==> config.mk <==
export PLATFORM = sky130hd
export DESIGN_NAME = unidade_controle_multiciclo_flat
export DESIGN_NICKNAME = d
export VERILOG_FILES = /design/src/rtl/controle_pkg.sv /design/src/rtl/unidade_controle_multiciclo_if.sv /design/src/rtl/decodificador_campos.sv /design/src/rtl/unidade_controle_multiciclo.sv /design/src/flat_wrapper.sv
export SDC_FILE = /design/constraint.sdc
export NUM_CORES = 1
export LEC_CHECK = 0
export CAP_MARGIN = 30
export CORE_MARGIN = 2
export CORE_UTILIZATION = 46
export CTS_CLUSTER_SIZE = 14
export DETAILED_ROUTE_END_ITERATION = 10
export GPL_TIMING_DRIVEN = 0
export MAX_ROUTING_LAYER = met4
export PLACE_DENSITY = 0.86
export SYNTH_ARGS = -nofsm -noshare
export SYNTH_HDL_FRONTEND = slang
export SYNTH_SLANG_ARGS = --single-unit
export TNS_END_PERCENT = 1
==> constraint.sdc <==
create_clock -name clock -period 2.3 [get_ports clock]
set_input_delay 0.46 -clock clock [delete_from_list [all_inputs] [get_ports clock]]
set_output_delay 0.46 -clock clock [all_outputs]
set_load 0.02 [all_outputs]
==> src/rtl/controle_pkg.sv <==
// Shared definitions for the multi-cycle control unit: opcode map, ALU
// operation codes, FSM state encoding and opcode classification helpers.
package controle_pkg;

    // Opcode map shared with the datapath (low five bits of the opcode).
    localparam logic [4:0] OP_ADD    = 5'd0;
    localparam logic [4:0] OP_SUB    = 5'd1;
    localparam logic [4:0] OP_MUL    = 5'd2;
    localparam logic [4:0] OP_DIV    = 5'd3;
    localparam logic [4:0] OP_ADDI   = 5'd4;
    localparam logic [4:0] OP_SUBI   = 5'd5;
    localparam logic [4:0] OP_OR     = 5'd6;
    localparam logic [4:0] OP_NOT    = 5'd7;
    localparam logic [4:0] OP_AND    = 5'd8;
    localparam logic [4:0] OP_LW     = 5'd9;
    localparam logic [4:0] OP_SW     = 5'd10;
    localparam logic [4:0] OP_LOADI  = 5'd11;
    localparam logic [4:0] OP_MOVE   = 5'd12;
    localparam logic [4:0] OP_NOP    = 5'd13;
    localparam logic [4:0] OP_HLT    = 5'd14;
    localparam logic [4:0] OP_IN     = 5'd15;
    localparam logic [4:0] OP_OUT    = 5'd16;
    localparam logic [4:0] OP_JR     = 5'd17;
    localparam logic [4:0] OP_JAL    = 5'd18;
    localparam logic [4:0] OP_JUMP   = 5'd19;
    localparam logic [4:0] OP_SLT    = 5'd20;
    localparam logic [4:0] OP_BEQ    = 5'd21;
    localparam logic [4:0] OP_BGT    = 5'd22;
    localparam logic [4:0] OP_BLET   = 5'd23;
    localparam logic [4:0] OP_LOADR  = 5'd24;
    localparam logic [4:0] OP_STOREI = 5'd25;
    localparam logic [4:0] OP_STORER = 5'd26;

    // ALU operation codes driven on OpALU.
    localparam logic [3:0] ALU_ADD  = 4'b0000;
    localparam logic [3:0] ALU_SUB  = 4'b0001;
    localparam logic [3:0] ALU_MUL  = 4'b0010;
    localparam logic [3:0] ALU_DIV  = 4'b0011;
    localparam logic [3:0] ALU_AND  = 4'b0100;
    localparam logic [3:0] ALU_OR   = 4'b0101;
    localparam logic [3:0] ALU_NOT  = 4'b0110;
    localparam logic [3:0] ALU_BEQ  = 4'b0111;
    localparam logic [3:0] ALU_BGT  = 4'b1000;
    localparam logic [3:0] ALU_BLET = 4'b1001;
    localparam logic [3:0] ALU_SLT  = 4'b1010;
    localparam logic [3:0] ALU_JAL  = 4'b1011;

    typedef enum logic [2:0] {
        INICIO,
        BUSCA,
        DECODIFICA,
        EXECUTA,
        MEMORIA,
        ESPERA_IO,
        ESCRITA,
        PARADO
    } estado_t;

    // Instructions that read memory and write the result to a register.
    function automatic logic eh_load(input logic [4:0] op);
        return (op == OP_LW) || (op == OP_LOADI) || (op == OP_LOADR);
    endfunction

    // Instructions that write memory and retire without a register write.
    function automatic logic eh_store(input logic [4:0] op);
        return (op == OP_SW) || (op == OP_STOREI) || (op == OP_STORER);
    endfunction

    // Conditional branches.
    function automatic logic eh_desvio(input logic [4:0] op);
        return (op == OP_BEQ) || (op == OP_BGT) || (op == OP_BLET);
    endfunction

endpackage

==> src/rtl/unidade_controle_multiciclo_if.sv <==
// Control bus between the control unit and the datapath / I/O handshake.
// master = control unit, slave = datapath side.
interface unidade_controle_multiciclo_if #(
    parameter int OPCODE_W = 6,
    parameter int OPALU_W  = 4
);
    logic [OPCODE_W-1:0] OPCODE;
    logic                entrada_valida;
    logic                saida_pronta;

    logic                EscrevePC;
    logic                EscreveIR;
    logic                RegDst;
    logic                Memtoreg;
    logic [1:0]          OrigALU;
    logic [1:0]          selExtensor;
    logic [OPALU_W-1:0]  OpALU;
    logic                Branch;
    logic                Jump;
    logic                Jr;
    logic                EscreveMem;
    logic                EscreveReg;
    logic                Enable;
    logic                in;
    logic                out;
    logic                hlt;
    logic                opcode_invalido;

    modport master (
        input  OPCODE, entrada_valida, saida_pronta,
        output EscrevePC, EscreveIR, RegDst, Memtoreg, OrigALU, selExtensor,
               OpALU, Branch, Jump, Jr, EscreveMem, EscreveReg, Enable,
               in, out, hlt, opcode_invalido
    );

    modport slave (
        output OPCODE, entrada_valida, saida_pronta,
        input  EscrevePC, EscreveIR, RegDst, Memtoreg, OrigALU, selExtensor,
               OpALU, Branch, Jump, Jr, EscreveMem, EscreveReg, Enable,
               in, out, hlt, opcode_invalido
    );
endinterface

==> src/rtl/decodificador_campos.sv <==
// Purely combinational opcode decoder: static datapath fields plus a
// validity flag. Unused fields of an instruction drive 0.
module decodificador_campos import controle_pkg::*; #(
    parameter int OPCODE_W = 6,
    parameter int OPALU_W  = 4
) (
    input  logic [OPCODE_W-1:0] opcode,
    output logic                reg_dst,
    output logic                memtoreg,
    output logic [1:0]          orig_alu,
    output logic [1:0]          sel_extensor,
    output logic [OPALU_W-1:0]  op_alu,
    output logic                enable,
    output logic                valido
);

    logic [4:0] op;

    assign op = opcode[4:0];

    // Any opcode with a non-zero upper part, or above storeR, is undefined.
    assign valido = ((opcode >> 5) == '0) && (op <= OP_STORER);

    // Field table. OrigALU: 00 register, 01 immediate, 10 return address,
    // 11 constant zero. selExtensor: 00 sign-extend, 01 zero-extend, 10 jump target.
    always_comb begin
        reg_dst      = 1'b0;
        memtoreg     = 1'b0;
        orig_alu     = 2'b00;
        sel_extensor = 2'b00;
        op_alu       = '0;
        enable       = 1'b0;
        if (valido) begin
            case (op)
                OP_ADD:    begin reg_dst = 1'b1; op_alu = OPALU_W'(ALU_ADD); end
                OP_SUB:    begin reg_dst = 1'b1; op_alu = OPALU_W'(ALU_SUB); end
                OP_MUL:    begin reg_dst = 1'b1; op_alu = OPALU_W'(ALU_MUL); enable = 1'b1; end
                OP_DIV:    begin reg_dst = 1'b1; op_alu = OPALU_W'(ALU_DIV); enable = 1'b1; end
                OP_ADDI:   begin orig_alu = 2'b01; op_alu = OPALU_W'(ALU_ADD); end
                OP_SUBI:   begin orig_alu = 2'b01; op_alu = OPALU_W'(ALU_SUB); end
                OP_OR:     begin reg_dst = 1'b1; op_alu = OPALU_W'(ALU_OR); end
                OP_NOT:    begin reg_dst = 1'b1; op_alu = OPALU_W'(ALU_NOT); end
                OP_AND:    begin reg_dst = 1'b1; op_alu = OPALU_W'(ALU_AND); end
                OP_LW:     begin memtoreg = 1'b1; orig_alu = 2'b01; op_alu = OPALU_W'(ALU_ADD); end
                OP_SW:     begin orig_alu = 2'b01; op_alu = OPALU_W'(ALU_ADD); end
                OP_LOADI:  begin memtoreg = 1'b1; orig_alu = 2'b01; sel_extensor = 2'b01; op_alu = OPALU_W'(ALU_ADD); end
                OP_MOVE:   begin reg_dst = 1'b1; orig_alu = 2'b11; op_alu = OPALU_W'(ALU_ADD); end
                OP_JAL:    begin orig_alu = 2'b10; sel_extensor = 2'b10; op_alu = OPALU_W'(ALU_JAL); end
                OP_JUMP:   begin sel_extensor = 2'b10; end
                OP_SLT:    begin reg_dst = 1'b1; op_alu = OPALU_W'(ALU_SLT); end
                OP_BEQ:    begin op_alu = OPALU_W'(ALU_BEQ); end
                OP_BGT:    begin op_alu = OPALU_W'(ALU_BGT); end
                OP_BLET:   begin op_alu = OPALU_W'(ALU_BLET); end
                OP_LOADR:  begin memtoreg = 1'b1; op_alu = OPALU_W'(ALU_ADD); end
                OP_STOREI: begin orig_alu = 2'b01; sel_extensor = 2'b01; op_alu = OPALU_W'(ALU_ADD); end
                OP_STORER: begin op_alu = OPALU_W'(ALU_ADD); end
                default:   begin end
            endcase
        end
    end

endmodule

==> src/rtl/unidade_controle_multiciclo.sv <==
// Multi-cycle Moore control unit: fetch, decode, execute (variable latency
// for mul/div), memory, I/O handshake wait, write-back and a sticky halt.
module unidade_controle_multiciclo import controle_pkg::*; #(
    parameter int OPCODE_W   = 6,
    parameter int OPALU_W    = 4,
    parameter int MUL_CICLOS = 4,
    parameter int DIV_CICLOS = 8
) (
    input  logic                         clock,
    input  logic                         reset,
    unidade_controle_multiciclo_if.master bus
);

    localparam int MAX_CICLOS = (MUL_CICLOS > DIV_CICLOS) ? MUL_CICLOS : DIV_CICLOS;
    localparam int CW         = $clog2(MAX_CICLOS + 1);

    estado_t             estado_reg, estado_next;
    logic [OPCODE_W-1:0] opcode_r, opcode_next;
    logic [CW-1:0]       contador, contador_next;

    logic [OPCODE_W-1:0] opcode_dec;
    logic [4:0]          op;
    logic                dec_reg_dst, dec_memtoreg, dec_enable, dec_valido;
    logic [1:0]          dec_orig_alu, dec_sel_extensor;
    logic [OPALU_W-1:0]  dec_op_alu;
    int                  ciclos_exec;
    logic                ultimo;

    // The live opcode is only looked at while decoding; every other state
    // works from the latched copy so the fields stay stable.
    assign opcode_dec = (estado_reg == DECODIFICA) ? bus.OPCODE : opcode_r;
    assign op         = opcode_dec[4:0];

    decodificador_campos #(
        .OPCODE_W (OPCODE_W),
        .OPALU_W  (OPALU_W)
    ) u_decodificador (
        .opcode       (opcode_dec),
        .reg_dst      (dec_reg_dst),
        .memtoreg     (dec_memtoreg),
        .orig_alu     (dec_orig_alu),
        .sel_extensor (dec_sel_extensor),
        .op_alu       (dec_op_alu),
        .enable       (dec_enable),
        .valido       (dec_valido)
    );

    // Execute-phase length and last-cycle detection.
    always_comb begin
        ciclos_exec = 1;
        if (op == OP_MUL)      ciclos_exec = MUL_CICLOS;
        else if (op == OP_DIV) ciclos_exec = DIV_CICLOS;
        ultimo = (contador == CW'(ciclos_exec - 1));
    end

    // State, latched opcode and execute counter; reset aborts immediately.
    always_ff @(posedge clock or posedge reset) begin
        if (reset) begin
            estado_reg <= INICIO;
            opcode_r   <= '0;
            contador   <= '0;
        end else begin
            estado_reg <= estado_next;
            opcode_r   <= opcode_next;
            contador   <= contador_next;
        end
    end

    // Next-state logic. The counter is held at zero outside EXECUTA so it
    // is already cleared on entry.
    always_comb begin
        estado_next   = estado_reg;
        opcode_next   = opcode_r;
        contador_next = '0;
        case (estado_reg)
            INICIO:     estado_next = BUSCA;
            BUSCA:      estado_next = DECODIFICA;
            DECODIFICA: begin
                opcode_next = bus.OPCODE;
                if (!dec_valido)                      estado_next = BUSCA;
                else if (op == OP_NOP)                estado_next = BUSCA;
                else if (op == OP_HLT)                estado_next = PARADO;
                else if (op == OP_IN || op == OP_OUT) estado_next = ESPERA_IO;
                else                                  estado_next = EXECUTA;
            end
            EXECUTA: begin
                if (!ultimo)                                         contador_next = contador + 1'b1;
                else if (eh_desvio(op) || op == OP_JUMP || op == OP_JR) estado_next = BUSCA;
                else if (eh_load(op) || eh_store(op))                estado_next = MEMORIA;
                else                                                 estado_next = ESCRITA;
            end
            MEMORIA:    estado_next = eh_store(op) ? BUSCA : ESCRITA;
            ESPERA_IO: begin
                if (op == OP_IN && bus.entrada_valida)     estado_next = ESCRITA;
                else if (op == OP_OUT && bus.saida_pronta) estado_next = BUSCA;
            end
            ESCRITA:    estado_next = BUSCA;
            PARADO:     estado_next = PARADO;
            default:    estado_next = INICIO;
        endcase
    end

    // Moore outputs: static fields while the instruction is in flight, plus
    // per-state strobes. opcode_invalido is the one exception, flagged in the
    // same decode cycle from the opcode being decoded.
    always_comb begin
        bus.EscrevePC       = 1'b0;
        bus.EscreveIR       = 1'b0;
        bus.RegDst          = 1'b0;
        bus.Memtoreg        = 1'b0;
        bus.OrigALU         = 2'b00;
        bus.selExtensor     = 2'b00;
        bus.OpALU           = '0;
        bus.Branch          = 1'b0;
        bus.Jump            = 1'b0;
        bus.Jr              = 1'b0;
        bus.EscreveMem      = 1'b0;
        bus.EscreveReg      = 1'b0;
        bus.Enable          = 1'b0;
        bus.in              = 1'b0;
        bus.out             = 1'b0;
        bus.hlt             = 1'b0;
        bus.opcode_invalido = 1'b0;
        if (estado_reg == EXECUTA || estado_reg == MEMORIA ||
            estado_reg == ESPERA_IO || estado_reg == ESCRITA) begin
            bus.RegDst      = dec_reg_dst;
            bus.Memtoreg    = dec_memtoreg;
            bus.OrigALU     = dec_orig_alu;
            bus.selExtensor = dec_sel_extensor;
            bus.OpALU       = dec_op_alu;
            bus.Enable      = dec_enable;
        end
        case (estado_reg)
            BUSCA: begin
                bus.EscreveIR = 1'b1;
                bus.EscrevePC = 1'b1;
            end
            DECODIFICA: bus.opcode_invalido = !dec_valido;
            EXECUTA: begin
                if (ultimo) begin
                    bus.Branch = eh_desvio(op);
                    bus.Jump   = (op == OP_JUMP) || (op == OP_JAL);
                    bus.Jr     = (op == OP_JR) || (op == OP_JAL);
                end
            end
            MEMORIA:   bus.EscreveMem = eh_store(op);
            ESPERA_IO: begin
                bus.in  = (op == OP_IN);
                bus.out = (op == OP_OUT);
            end
            ESCRITA:   bus.EscreveReg = 1'b1;
            PARADO:    bus.hlt = 1'b1;
            default:   begin end
        endcase
    end

endmodule

==> src/flat_wrapper.sv <==
// flat-port wrapper written by rule: the top's interface ports become plain ports
module unidade_controle_multiciclo_flat import controle_pkg::*;
#(
    parameter int OPCODE_W   = 6,
    parameter int OPALU_W    = 4,
    parameter int MUL_CICLOS = 4,
    parameter int DIV_CICLOS = 8
)
  (clock, reset, bus_OPCODE, bus_entrada_valida, bus_saida_pronta, bus_EscrevePC, bus_EscreveIR, bus_RegDst, bus_Memtoreg, bus_OrigALU, bus_selExtensor, bus_OpALU, bus_Branch, bus_Jump, bus_Jr, bus_EscreveMem, bus_EscreveReg, bus_Enable, bus_in, bus_out, bus_hlt, bus_opcode_invalido);
  unidade_controle_multiciclo_if #(.OPCODE_W(OPCODE_W), .OPALU_W(OPALU_W)) bus_i ();
  input  logic clock;
  input  logic reset;
  input wire logic [$bits(bus_i.OPCODE)-1:0] bus_OPCODE;
  input wire logic [$bits(bus_i.entrada_valida)-1:0] bus_entrada_valida;
  input wire logic [$bits(bus_i.saida_pronta)-1:0] bus_saida_pronta;
  output wire logic [$bits(bus_i.EscrevePC)-1:0] bus_EscrevePC;
  output wire logic [$bits(bus_i.EscreveIR)-1:0] bus_EscreveIR;
  output wire logic [$bits(bus_i.RegDst)-1:0] bus_RegDst;
  output wire logic [$bits(bus_i.Memtoreg)-1:0] bus_Memtoreg;
  output wire logic [$bits(bus_i.OrigALU)-1:0] bus_OrigALU;
  output wire logic [$bits(bus_i.selExtensor)-1:0] bus_selExtensor;
  output wire logic [$bits(bus_i.OpALU)-1:0] bus_OpALU;
  output wire logic [$bits(bus_i.Branch)-1:0] bus_Branch;
  output wire logic [$bits(bus_i.Jump)-1:0] bus_Jump;
  output wire logic [$bits(bus_i.Jr)-1:0] bus_Jr;
  output wire logic [$bits(bus_i.EscreveMem)-1:0] bus_EscreveMem;
  output wire logic [$bits(bus_i.EscreveReg)-1:0] bus_EscreveReg;
  output wire logic [$bits(bus_i.Enable)-1:0] bus_Enable;
  output wire logic [$bits(bus_i.in)-1:0] bus_in;
  output wire logic [$bits(bus_i.out)-1:0] bus_out;
  output wire logic [$bits(bus_i.hlt)-1:0] bus_hlt;
  output wire logic [$bits(bus_i.opcode_invalido)-1:0] bus_opcode_invalido;
  assign bus_i.OPCODE = bus_OPCODE;
  assign bus_i.entrada_valida = bus_entrada_valida;
  assign bus_i.saida_pronta = bus_saida_pronta;
  assign bus_EscrevePC = bus_i.EscrevePC;
  assign bus_EscreveIR = bus_i.EscreveIR;
  assign bus_RegDst = bus_i.RegDst;
  assign bus_Memtoreg = bus_i.Memtoreg;
  assign bus_OrigALU = bus_i.OrigALU;
  assign bus_selExtensor = bus_i.selExtensor;
  assign bus_OpALU = bus_i.OpALU;
  assign bus_Branch = bus_i.Branch;
  assign bus_Jump = bus_i.Jump;
  assign bus_Jr = bus_i.Jr;
  assign bus_EscreveMem = bus_i.EscreveMem;
  assign bus_EscreveReg = bus_i.EscreveReg;
  assign bus_Enable = bus_i.Enable;
  assign bus_in = bus_i.in;
  assign bus_out = bus_i.out;
  assign bus_hlt = bus_i.hlt;
  assign bus_opcode_invalido = bus_i.opcode_invalido;
  unidade_controle_multiciclo #(.OPCODE_W(OPCODE_W), .OPALU_W(OPALU_W), .MUL_CICLOS(MUL_CICLOS), .DIV_CICLOS(DIV_CICLOS)) u_core (.clock(clock), .reset(reset), .bus(bus_i));
endmodule
# Word level (Yosys, flattened, before mapping)
# Index checks and enable logic that the tools add are counted.
[totals]
register_bits = 13
in_bits = 10
out_inout_bits = 22
elab_cells = 120
[op_classes]
addsub = 2
magnitude_cmp = 1
eq_ne = 36
muxes = 47
reduce_logical = 31
[ops]
columns = ["cell", "count"]
rows = [
  ["== test 5 bit, second input constant", 11],
  ["one-hot mux 4 bit (11 select lines)", 1],
  ["== test 5 x 4 -> 1 bit, second input constant", 8],
  ["two-way mux 3 bit", 9],
  ["two-way mux 4 bit", 6],
  ["two-way mux 1 bit", 22],
  ["one-hot mux 3 bit (7 select lines)", 1],
  ["== test 5 x 3 -> 1 bit, second input constant", 4],
  ["logical OR 1 bit", 15],
  ["== test 3 bit, second input constant", 4],
  ["== test 5 x 2 -> 1 bit, second input constant", 2],
  ["two-way mux 2 bit", 5],
  ["OR reduction 2 bit", 5],
  ["OR reduction 9 bit", 1],
  ["== test 3 x 2 -> 1 bit, second input constant", 2],
  ["zero test 6 bit", 1],
  ["two-way mux 6 bit", 1],
  ["one-hot mux 2 bit (3 select lines)", 1],
  ["OR reduction 6 bit", 1],
  ["== test 5 x 1 -> 1 bit, second input constant", 1],
  ["less-or-equal comparator 5 bit, second input constant", 1],
  ["zero test 5 bit", 1],
  ["adder 4 x 1 -> 4 bit, second input constant", 1],
  ["== test 4 bit", 1],
  ["other kinds (10)", 12],
]

# Logic depth before layout (Yosys ltp)
[logic_depth]
depth_word = 10
mapped_depth = 8
ltp_nobuf = 6

# Modules after synthesis
# From an unflattened synthesis, not the netlist that was laid out.
[hier_totals]
cells_unflattened = 196
hier_area_um2 = 1456.4
[modules_own_cells]
columns = ["mod", "n_inst", "cells_each", "area_per_inst_um2", "seq_area_each_um2"]
rows = [
  ["unidade_controle_multiciclo", 1, 144, 1106.1, 325.3],
  ["decodificador_campos", 1, 52, 350.3, 0.0],
]

# Worst setup path before layout
# Ideal clock, no wire load.
[synth_path]
path_type = "register to output"
start = "reg u_core.estado_reg[0]"
end = "out bus_Branch"
arrival_time_ps = 2321
t_required_ps = 1840
slack_ps = -481
stages_incl_launch_ff = 8
path_buffers = 2
cell_sequence = "dfrtp_1 buf_6 or3b_1 buf_6 mux2i_1 mux2i_1 nand3_2 nor4_1"
[synth_between]
elab_chain_cells = 9
word_cells_on_any_way = 16
cone_classes = "add/sub (1); eq/ne (8); mux (5); reduce/logical (2)"
[synth_lines]
columns = ["element", "line", "text"]
rows = [
  ["start, declared", "unidade_controle_multiciclo.sv:17", "estado_t estado_reg, estado_next;"],
  ["start signal, assigned", "unidade_controle_multiciclo.sv:63", "estado_reg <= estado_next;"],
  ["== test 3 x 2 -> 1 bit", "unidade_controle_multiciclo.sv:31", "assign opcode_dec = (estado_reg == DECODIFICA) ? bus.OPCODE : opcode_r;"],
  ["two-way mux 6 bit", "n/a", ""],
  ["== test 5 x 2 -> 1 bit", "unidade_controle_multiciclo.sv:52", "else if (op == OP_DIV) ciclos_exec = DIV_CICLOS;"],
  ["two-way mux 4 bit", "unidade_controle_multiciclo.sv:52", ""],
  ["two-way mux 4 bit", "unidade_controle_multiciclo.sv:51", "if (op == OP_MUL) ciclos_exec = MUL_CICLOS;"],
  ["subtractor 4 x 2 -> 4 bit", "unidade_controle_multiciclo.sv:53", "ultimo = (contador == CW'(ciclos_exec - 1));"],
  ["== test 4 bit", "unidade_controle_multiciclo.sv:53", ""],
  ["two-way mux 1 bit", "unidade_controle_multiciclo.sv:140", "if (ultimo) begin"],
  ["two-way mux 1 bit (*)", "unidade_controle_multiciclo.sv:133", "case (estado_reg)"],
  ["end, declared", "flat_wrapper.sv:23", "output wire logic [$bits(bus_i.Branch)-1:0] bus_Branch;"],
]
# Every way passes the cells marked *; elsewhere a longest branch is shown, timed or not.

# Final worst setup path
# Same ends and word-level chain as after synthesis.

==> reports/qor.yml <==
syn_avg_cell_area_sq_um: 7.616
dr.pass1.iters: 4
htreeDepth: 1
timing.final.ws_setup_ps: -467.7
cts_made_buffers: 3
clockBufferDepth: 2
regToRegStartpoint: "u_core.estado_reg[2]"
reg2regPathDepth: 9
track_usage: 0.2718
critPathKind: "reg2out"
status: "finished with violations"
post_drt_wl_per_cell_microns: 16.25
synth-async-reset-ratio: 1.000
power_density_nw_per_um2: 1444
highest_layer: "met4"
met3WireLength_microns: 439
rsz0062_at_grt: "true"
place_hpwl_mm: 3.063
io_pins: 32
failed_checks: "negative setup slack"
vdd_drop_max_mv: 0.6936
mostFrequentLayoutCells: "21 x buf_4, 17 x nand2_1, 15 x nor2_1"
core-area_sq_um: 3078
mappedNetlistArea_sq_um: 1493
wl_mm: 4.535
cap_violations: 0
dp_cells: 269
arrival_ps: 2310
drt_iter0_drc: 150
grt_max_degree: 14
crit_path_max_fanout: 10
clock_latency_ps: 270
dieArea_sq_um: 3717
gp_congestion: 0.9090
clk_pin_slew_worst_paths_ps: 70
vias: 1692
grt_pass1_vias: 1510
ys_types: 55
rows: 20
skew_ps: 5.392
syn_nets: 207
total_power_mw: 3.060
final_common_cell: "buf_4"
area.growth.synth_to_final_pct: 41.99
clock_sinks: 13
period_share: 1.203
largest_reg_flops: 6
yosys_warnings: 0
root_buffer: "clkbuf_4"
port_buffers: 29
fp.dieW_microns: 60.97
ant_nets: 0
wl_met2_mm: 2.007
fmaxAchievable_mhz: 361.3
max_slew_margin: 0.6557
grt_pass1_wl_mm: 7.341
grt_overflow: 0
r2r-end: "u_core.estado_reg[2]"
cts_tree: "yes"
diodes: 0
synth_edf_count: 0
p_leak_nw: 0.8469
regToRegSetupSlack_ps: 100
hp-class: "in2async"
layout-drive-gt1-share: 0.3702
nets: 247
synthFlopType: "dfrtp_1"
setup-tns-final_ps: -5287
start_util: 0.4850
drv_slew: 0
worst_pin_slew_ps: 516.4
antenna_found_initial: 0
die_h_microns: 60.97
ys_ff_latch: 13
end_kind: "primary output"
netlist_instances: 196
via_per_inst: 6.065
worstSetupStartpointType: "flip-flop"
critical_path_required_ps: 1840
wl_met1_mm: 1.976
fin_cells: 279
drc: 0
seq_area_frac_synth: 0.2179
setup_viol: 14
fin_crit_ps: 2768
hold_violations: 0
-- Yosys cell counts, types with 3 or more instances --
cell / instances / area (sq um)
a211oi_1: 6 / 45.04
a21oi_1: 10 / 50.05
and2_1: 7 / 43.79
buf_2: 3 / 15.01
buf_6: 3 / 33.78
clkbuf_1: 9 / 33.78
dfrtp_1: 13 / 325.3
inv_1: 7 / 26.28
mux2i_1: 7 / 70.07
nand2_1: 18 / 67.56
nand2b_1: 6 / 37.54
nand3_1: 3 / 15.01
nand3b_1: 4 / 30.03
nand4_1: 6 / 37.54
nor2_1: 18 / 67.56
nor2b_1: 8 / 50.05
nor3_1: 7 / 35.03
o21ai_0: 9 / 45.04
or2_2: 4 / 25.02
or3_1: 3 / 18.77
xnor2_1: 4 / 35.03
-- power by group --
| group | total, mW | internal [mW] | switching [mW] |
|---|---|---|---|
| sequential | 0.462 | 0.320 | 0.142 |
| combinational | 2.46 | 1.07 | 1.39 |
| clock | 0.134 | 0.0671 | 0.0666 |
| total | 3.06 | 1.46 | 1.60 |
-- worst max path at each step --
stage | from | endpoint | slack (ps) | depth (start not counted)
floorplan | u_core.estado_reg[0] | bus_Branch | -100 | 7
global placement | bus_OPCODE[4] | bus_Jr | -1120 | 7
detailed placement | bus_OPCODE[4] | bus_Jr | -1180 | 7
CTS | u_core.estado_reg[0] | bus_Branch | -470 | 8
global route | u_core.estado_reg[0] | bus_Branch | -570 | 8
finish | u_core.estado_reg[0] | bus_Branch | -470 | 8
-- per-stage QoR --
step                hold WS [ps]  setup WS (ps)  cell area (sq um)  utilization
detailed placement         480.7          -1181               1929       0.6268
CTS                        497.8         -473.0               2091       0.6793
global route               533.1         -565.5               2120       0.6886
floorplan                  337.0         -104.1               1584            -
finish                     490.5         -467.7               2120       0.6886
global placement           469.1          -1123               1929       0.6268
-- critical path, cell delays in order, from the launching register on --
cell	delay [ps]
dfrtp_1	380
buf_6	140
or3b_1	360
buf_6	160
mux2i_4	220
mux2i_4	300
nand3_4	150
nor4_4	160
buf_4	170
-- cell families after synthesis --
| logic type | count (synthesis) | synth area share |
|---|---|---|
| AO/OA/AOI/OAI | 45 | 0.2096 |
| XOR/XNOR | 5 | 0.02934 |
| adder cells (fa/ha/maj) | 1 | 0.008381 |
| buffers and inverters | 25 | 0.08298 |
| flip-flops | 13 | 0.2179 |
| multiplexers | 11 | 0.09388 |
| AND/OR/NAND/NOR | 96 | 0.3579 |
-- routing by layer --
layer | global-route usage | vias up
li1 | - | 791
met3 | 0.02985 | 19
met2 | 0.3794 | 106
met5 | - | -
met1 | 0.3931 | 776
met4 | 0.1211 | 0
-- cell type report --
type | count | area (sq um)
buffer | 12 | 98.84
clock buffer | 4 | 26.28
sequential | 13 | 326.6
fill | 257 | 958.4
tap | 44 | 55.05
timing repair buffer | 39 | 327.8
inverter | 9 | 41.29
multi-input combinational | 158 | 1244
-- repair_timing --
item	4_1_cts	5_1_grt
buffers inserted	9	1
hold buffers	0	0
cloned	0	0
resized for setup	123	12
pin swaps	5	2
endpoints found under the setup margin	19	19
Power figures use the tool's default switching activity.
